**src/rtl/instr_fetch_unit.sv**
```systemverilog
// -----------------------------------------------------------------------------
// instr_fetch_unit
//   Fetch initiator for a 32x1024 instruction ROM. A 10-bit word PC drives
//   the ROM; every fetch takes two cycles (address setup, then a read strobe
//   cycle). Fetched words are queued with their PC in a small circular FIFO
//   and handed to decode over a valid/ready handshake. A redirect flushes
//   the FIFO, abandons any in-flight fetch and restarts at a new PC.
//
// Parameters
//   RESET_PC  PC loaded on reset
//   DEPTH     prefetch FIFO entries (2..4)
//
// Ports
//   clk             sole clock, rising edge
//   rst_n           synchronous active-low reset
//   fetch_en        allows new ROM reads to launch
//   redirect_valid  one-cycle pulse: restart fetch at redirect_pc
//   redirect_pc     redirect target word address
//   rom_addr        ROM word address (stable through SETUP and READ)
//   rom_read_en     ROM read strobe (high during READ only)
//   rom_cs          ROM chip select (high during SETUP and READ)
//   rom_instr       ROM data, valid while rom_read_en and rom_cs are high
//   out_valid       FIFO head is presented
//   out_instr       instruction word at the FIFO head
//   out_pc          word address of out_instr
//   out_ready       decode accepts the head
// -----------------------------------------------------------------------------
module instr_fetch_unit #(
  parameter logic [9:0] RESET_PC = 10'd0,
  parameter int         DEPTH    = 2
) (
  input  logic        clk,
  input  logic        rst_n,
  input  logic        fetch_en,
  input  logic        redirect_valid,
  input  logic [9:0]  redirect_pc,
  output logic [9:0]  rom_addr,
  output logic        rom_read_en,
  output logic        rom_cs,
  input  logic [31:0] rom_instr,
  output logic        out_valid,
  output logic [31:0] out_instr,
  output logic [9:0]  out_pc,
  input  logic        out_ready
);

  localparam int PW = (DEPTH > 2) ? 2 : 1;
  localparam int CW = $clog2(DEPTH + 1);
  localparam logic [CW-1:0] DEPTH_C = CW'(DEPTH);
  localparam logic [PW-1:0] LAST_C  = PW'(DEPTH - 1);

  typedef enum logic [1:0] {IDLE, SETUP, READ} state_e;

  typedef struct packed {
    logic [31:0] instr;
    logic [9:0]  pc;
  } entry_t;

  state_e          state_q, state_d;
  logic [9:0]      pc_q, pc_d;
  logic [CW-1:0]   cnt_q, cnt_d;
  logic [PW-1:0]   rd_ptr_q, rd_ptr_d;
  logic [PW-1:0]   wr_ptr_q, wr_ptr_d;
  entry_t          mem_q [DEPTH];

  logic            pop;
  logic            push;
  logic [CW-1:0]   cnt_after_pop;
  logic [CW-1:0]   cnt_after_push;

  function automatic logic [PW-1:0] next_ptr(input logic [PW-1:0] p);
    return (p == LAST_C) ? '0 : p + 1'b1;
  endfunction

  // NOTE: every signal assigned here gets a default first, so no path through
  // the case statement can leave a value unassigned and infer a latch.
  always_comb begin
    state_d        = state_q;
    pc_d           = pc_q;
    rd_ptr_d       = rd_ptr_q;
    wr_ptr_d       = wr_ptr_q;
    push           = 1'b0;
    pop            = out_valid && out_ready;
    cnt_after_pop  = cnt_q - CW'(pop);
    cnt_after_push = cnt_after_pop + 1'b1;

    unique case (state_q)
      // Launch only when a slot is guaranteed: the count can only drop
      // between launch and the push at the end of READ.
      IDLE:  if (fetch_en && (cnt_after_pop < DEPTH_C)) state_d = SETUP;
      SETUP: state_d = READ;
      READ: begin
        push    = 1'b1;
        pc_d    = pc_q + 10'd1;
        state_d = (fetch_en && (cnt_after_push < DEPTH_C)) ? SETUP : IDLE;
      end
      default: state_d = IDLE;
    endcase

    if (pop)  rd_ptr_d = next_ptr(rd_ptr_q);
    if (push) wr_ptr_d = next_ptr(wr_ptr_q);
    cnt_d = cnt_after_pop + CW'(push);

    // A redirect abandons the in-flight fetch and flushes everything; a pop
    // in the same cycle was already accepted by decode.
    if (redirect_valid) begin
      state_d  = IDLE;
      pc_d     = redirect_pc;
      cnt_d    = '0;
      rd_ptr_d = '0;
      wr_ptr_d = '0;
      push     = 1'b0;
    end
  end

  // NOTE: sequential state is updated with non-blocking assignments so every
  // register samples the pre-edge values of the others.
  always_ff @(posedge clk) begin
    if (!rst_n) begin
      state_q  <= IDLE;
      pc_q     <= RESET_PC;
      cnt_q    <= '0;
      rd_ptr_q <= '0;
      wr_ptr_q <= '0;
    end else begin
      state_q  <= state_d;
      pc_q     <= pc_d;
      cnt_q    <= cnt_d;
      rd_ptr_q <= rd_ptr_d;
      wr_ptr_q <= wr_ptr_d;
    end
  end

  // NOTE: the FIFO storage is deliberately not reset; the count gates what is
  // visible, and the head outputs are forced to zero while the FIFO is empty.
  always_ff @(posedge clk) begin
    if (rst_n && push) mem_q[wr_ptr_q] <= '{instr: rom_instr, pc: pc_q};
  end

  assign rom_addr    = pc_q;
  assign rom_cs      = (state_q != IDLE);
  assign rom_read_en = (state_q == READ);

  assign out_valid   = (cnt_q != '0);
  assign out_instr   = out_valid ? mem_q[rd_ptr_q].instr : 32'h0;
  assign out_pc      = out_valid ? mem_q[rd_ptr_q].pc    : 10'h0;

endmodule
```
**config.mk**
```make
export PLATFORM = sky130hd
export DESIGN_NAME = instr_fetch_unit
export DESIGN_NICKNAME = d
export VERILOG_FILES = /design/src/rtl/instr_fetch_unit.sv
export SDC_FILE = /design/constraint.sdc
export NUM_CORES = 1
export LEC_CHECK = 0
export BUFFER_PORTS_ARGS = -buffer_cell sky130_fd_sc_hd__buf_2
export CAP_MARGIN = 5
export CORE_MARGIN = 5
export CORE_UTILIZATION = 47
export CTS_CLUSTER_DIAMETER = 100
export DETAILED_ROUTE_END_ITERATION = 8
export PLACE_DENSITY_LB_ADDON = 0.2
export SLEW_MARGIN = 25
export SYNTH_ARGS = -nofsm -noshare
export SYNTH_HDL_FRONTEND = slang
export SYNTH_SLANG_ARGS = --single-unit
```
**constraint.sdc**
```tcl
create_clock -name clk -period 3.97 [get_ports clk]
set_clock_uncertainty 0.05 [all_clocks]
set_input_delay 0.1985 -clock clk [delete_from_list [all_inputs] [get_ports clk]]
set_output_delay 0.1985 -clock clk [all_outputs]
set_load 0.01 [all_outputs]
```
==> impl_metrics.ini, run 1 <==
[sta]
setup_viol = 0
finalSetupTns_ns = 0
finalHoldViolations = 0
min_period_over_period = 0.616
rsz0062_at_grt = false
max_freq_ghz = 0.409
period_needed_ns = 2.45
layout_setup_ws_ns = 1.52
slew_headroom = 0.344
worstMarginPinSlew_ns = 0.982
report.final.slew_viol_count = 0

[drt]
met2_length_um = 3790
drt-initial-drc-count = 81
met1_length_um = 3470
num_vias = 2606
finalWirelength_um = 7900
post-route-drc-count = 0
dr.pass1.iters = 4
drtAntennaViolNets = 0
avgRoutedWirePerCell_um = 15.0
viasPerCell = 4.96
wl_met3_um = 495
highest_layer = met4

[placed_design]
placed_area_um2 = 4650
place.gp.congestion = 0.922
pre_cts_ws_ns = 1.58
hpwlAfterDp_um = 5220
port_buffers = 101

[floorplan]
fp.dieH_um = 102
die_width_um = 102
io_pins = 102
start_util = 0.485
dieArea_um2 = 10500
rows = 33
core_area_um2 = 8260

[clocking]
root_buffer = clkbuf_8
post_cts_buffers = 0
clk_latency_ns = 0.35
post_cts_resize_count = 0
ctsHoldBuffers = 32
cts_buffers = 9
clkSinkCount = 101
h-tree-depth = 3
tritoncts = done
clock_path_buffers = 2
clk_pin_slew_ns = 0.09

[yosys]
synthMuxAreaShare = 0.105
yosysWarnings = 0
yosys.area.top_type = edfxtp_1
synthCells = 277
synthAdderAreaFrac = 0.00937
synthSimpleGateAreaFrac = 0.0909
synthDominantCellAreaShare = 0.629
yosys_register_bits = 101
ys_top_cells_by_area = edfxtp_1, mux2i_1, dfxtp_1, nor2_1, o21ai_0
ys_seq_area_frac = 0.714
synth_top_family_by_area = multiplexers
synthDistinctLibCells = 38
synth_xor_area_frac = 0.0153
synth_compound_area_frac = 0.0443
syn_area_per_cell_um2 = 14.5
syn_nets = 327
syn_area_um2 = 4010

[global_routing]
grt_overflow = 0
grt_pass1_vias = 2669
grt_pass1_wl_um = 12600
grt_start_max_net_pins = 44
antenna_found_initial = 0
grt_use_total = 0.160

[pwr]
seqPwrFrac = 0.600
power.total_mw = 1.95
switchingPower_uw = 384
p_sw_frac = 0.197
power.internal_mw = 1.56
powerDensity_nw_per_um2 = 374
p_leak_nw = 2.01
pwr-share-comb = 0.052
vdd_drop_max_mv = 0.171
clockPowerShare = 0.347

[final_layout]
layout-drive-gt1-share = 0.302
fin_nets = 465
final_util = 0.631
layout_common_cells = buf_2, edfxtp_1, nor2_1
final_common_cell = buf_2
diodes = 0
fin_area_um2 = 5210
syn2layout_area_growth_pct = 29.9

[setup_path]
path_class = reg2out
r2r-start = state_q[1]
cp.required_ns = 3.72
r2r_slack_ns = 1.88
worst-path-max-fanout = 28
worst_r2r_path_depth = 3
crit_path_end_kind = output port
critPathLaunchType = flip-flop
r2r_end = mem_q[0][41]
cp.arrival_ns = 2.20

[hold_path]
hold_class = in2reg
hp-start = fetch_en
min_to = state_q[0]
holdPathStages = 2

[run_status]
status = completed

[flow_run]
cap_violations = 0
[critical path, cell delays in order, from the launching register on]
cell and delay (ns):
dfxtp_2 0.93, buf_4 0.41, mux2i_1 0.27, nor2_1 0.06, buf_2 0.18
[cell families (layout without fill, tap and decap cells)]
group                    count (synthesis)  in the layout
flip-flops                             101            101
AND/OR/NAND/NOR                         78             78
multiplexers                            42             42
AO/OA/AOI/OAI                           25             25
buffers and inverters                   21            164
XOR/XNOR                                 7              7
adder cells (fa/ha/maj)                  3              3
[stage by stage]
| stage | instances | hold WS (ns) |
|---|---|---|
| floorplan | 277 | 0.247 |
| global placement | 476 | 0.339 |
| detailed placement | 476 | 0.340 |
| CTS | 524 | 0.0356 |
| global route | 525 | 0.0425 |
| finish | 525 | 0.0552 |
[cells in the mapped netlist]
cell	number
a211oi_1	3
a311oi_1	2
a31oi_1	3
and2_1	1
and3_1	1
buf_2	4
clkbuf_1	6
clkinv_1	1
dfxtp_1	17
edfxtp_1	84
ha_1	3
inv_1	10
mux2i_1	42
nand2_1	7
nand2b_1	1
nand3_1	1
nand3b_1	1
nand4_1	1
nand4b_4	1
nor2_1	52
nor2b_1	1
nor3_1	1
nor3b_1	1
nor4_1	1
nor4b_1	1
nor4bb_1	1
o21ai_0	9
o21bai_1	1
o221a_2	1
o221ai_1	1
o311ai_0	1
o31a_1	2
o41a_1	1
o41ai_1	1
or2_2	1
or3_1	5
xnor2_1	5
xor2_1	2
[cell type report]
type / instances / area, µm²
fillers: 643 / 3050
flip-flops and latches: 101 / 2860
multi-input cells: 155 / 1080
repair buffers: 137 / 876
well taps: 105 / 131
clock buffers: 9 / 124
clock inverters: 7 / 90.1
inverters: 11 / 41.3
[registers in the layout, summed over array words and instances, names as in the netlist, named ones only]
| register | count |
|---|---|
| state_q | 2 |
| rd_ptr_q | 1 |
| mem_q | 84 |
| cnt_q | 2 |
| rom_addr | 10 |
| wr_ptr_q | 1 |
[power by group through the flow]
stage,clock network (mW),logic (mW),registers [mW]
floorplan,0,0.0295,1.19
global placement,0,0.0767,1.19
detailed placement,0,0.0780,1.19
CTS,0.695,0.103,1.17
global route,0.741,0.114,1.17
finish,0.676,0.102,1.17
[layer usage]
layer / up-vias / global-route usage
met1: 1218 / 0.199
met3: 11 / 0.0382
met4: 0 / 0.0696
li1: 1291 / -
met2: 86 / 0.267
met5: - / 0
[how the worst max path moves through the flow]
stage | start | endpoint | cells past startpoint
5_1_grt | flip-flop | out_instr[29] | 4
3_3_place_gp | redirect_valid | mem_q[0][38] | 5
2_1_floorplan | state_q[1] | mem_q[0][0] | 2
4_1_cts | flip-flop | out_instr[12] | 4
6_report | flip-flop | out_instr[12] | 4
3_5_place_dp | redirect_valid | mem_q[0][34] | 5
Note: power is estimated with default switching activity, not from simulation.
==> run 2, diff against run 1 <==
Settings changed: CORE_UTILIZATION 47 to 52.
Clock period 3.97 ns to 2.5 ns, I/O delays scaled along.
==> run 2 against run 1 <==
  * Combinational power increased by 66%
  * Total power increased by 56%
  * Core utilization increased by 6.2 points
  * Sequential share of layout area decreased by 0.61 points
  * Sequential cell count unchanged
  * Critical path depth unchanged
  * Die area decreased by 8.7%
  * Cell count increased by 0.76%
  * First-iteration DRC count increased by 56%
  * Critical path type unchanged
==> impl_metrics.ini, run 2 (synthesis gave the netlist of run 1 again) <==
[floorplan]
start_util = 0.527
dieArea_um2 = 9560
die_width_um = 97.8
core_area_um2 = 7610
io_pins = 102
fp.dieH_um = 97.8
rows = 32

[setup_path]
crit_slowest_cell = nor2_4
worst-path-max-fanout = 19
critPathLaunchType = flip-flop
critPathMaxStageDelay_ns = 0.42
crit_chain = nor2_4, buf_4, nor2_1, buf_2
path_class = reg2out
cp.arrival_ns = 1.65
crit_path_end_kind = output port
crit_buf_inv = 2
cpLargestDelayFamily = simple AND/OR/NAND/NOR gates
cp.required_ns = 2.33

[placed_design]
placed_area_um2 = 4690
place.gp.congestion = 0.887
hpwlAfterDp_um = 4980
pre_cts_ws_ns = 0.785
port_buffers = 101

[sta]
slew_headroom = 0.676
worstMarginPinSlew_ns = 0.485
rsz0062_at_grt = false
setup_viol = 0
finalSetupTns_ns = 0
report.final.slew_viol_count = 0
max_freq_ghz = 0.548
layout_setup_ws_ns = 0.675
whs_ns = 0.0377
min_period_over_period = 0.730
period_needed_ns = 1.82
finalHoldViolations = 0

[clocking]
clkSinkCount = 101
cts_buffers = 9
h-tree-depth = 3
clk_pin_slew_ns = 0.09
post_cts_resize_count = 0
root_buffer = clkbuf_8
ctsHoldBuffers = 37
clock_path_buffers = 2
post_cts_buffers = 0
tritoncts = done
clk_latency_ns = 0.35

[final_layout]
layout-drive-gt1-share = 0.300
final_common_cell = buf_2
layout_common_cells = buf_2, edfxtp_1, nor2_1
multi_input_area_um2 = 1080
diodes = 0
fin_nets = 472
fill_cells = 546
regMostFlops = mem_q
syn2layout_area_growth_pct = 31.4
fin_area_um2 = 5270
largest_register_ffs = 84
ff_latch_area_um2 = 2860

[flow_run]
cap_violations = 0

[drt]
avgRoutedWirePerCell_um = 14.9
post-route-drc-count = 0
dr.pass1.iters = 4
finalWirelength_um = 7880
num_vias = 2673
drt-initial-drc-count = 126
viasPerCell = 5.05
drtAntennaViolNets = 0

[hold_path]
hold_class = in2reg

[pwr]
p_leak_nw = 2.03
power.total_mw = 3.04
powerDensity_nw_per_um2 = 577
vdd_drop_max_mv = 0.269

[run_status]
status = completed

[global_routing]
grt_start_max_net_pins = 43
grt_overflow = 0
antenna_found_initial = 0
grt_pass1_vias = 2775
grt_use_total = 0.174
grt_pass1_wl_um = 13300
## run 2: cell count changes in the layout (fill, tap and decap cells not counted), sizes merged
cell         change
bufinv           -2
buf              +2
inv              +1
clkinv           -3
clkbuf           +4
dlygate4sd3      +5
## run 2: path summary, 6_finish.rpt
check / startpoint / end / slack, ns / depth (start not counted)
max: cnt_q[1] / out_pc[6] / 0.68 / 4
min: rst_n / rom_addr[7] / 0.04 / 2
max reg2reg: state_q[1] / mem_q[1][13] / 0.77 / 3
min reg2reg: rd_ptr_q / flip-flop / 0.46 / 2
## run 2: area by class of cell
cell class | instances | share of cell area
clock buffer | 13 | 0.0344
clock inverter | 3 | 0.00475
inverter | 11 | 0.00784
multi-input combinational | 155 | 0.205
sequential | 101 | 0.544
tap | 102 | 0.0242
timing repair buffer | 144 | 0.180
## run 2: routing by layer
metal | vias to the layer above | part of all wire | GRT usage
li1 | 1318 | - | -
met1 | 1256 | 0.42 | 0.212
met2 | 87 | 0.50 | 0.300
met3 | 12 | 0.059 | 0.0407
met4 | 0 | 0.017 | 0.0703
met5 | - | 0 | 0
## run 2: worst reg2reg max path: cells and delay by family, from the launching register on
family                 cells  cell delay [ns]
AND/OR/NAND/NOR            2             0.63
flip-flops                 1             0.48
buffers and inverters      1             0.24
## run 2: stage by stage
step / instances / util
after detailed placement: 476 / 0.616
after global routing: 529 / 0.692
after CTS: 529 / 0.692
final: 529 / 0.692
after global placement: 476 / 0.616
after floorplan: 277 / -
## run 2: power breakdown
group	total, mW	internal, mW	leakage (nW)	switching [mW]
clock	1.01	0.490	0.101	0.523
combinational	0.169	0.0964	1.03	0.0723
sequential	1.86	1.83	0.898	0.0226
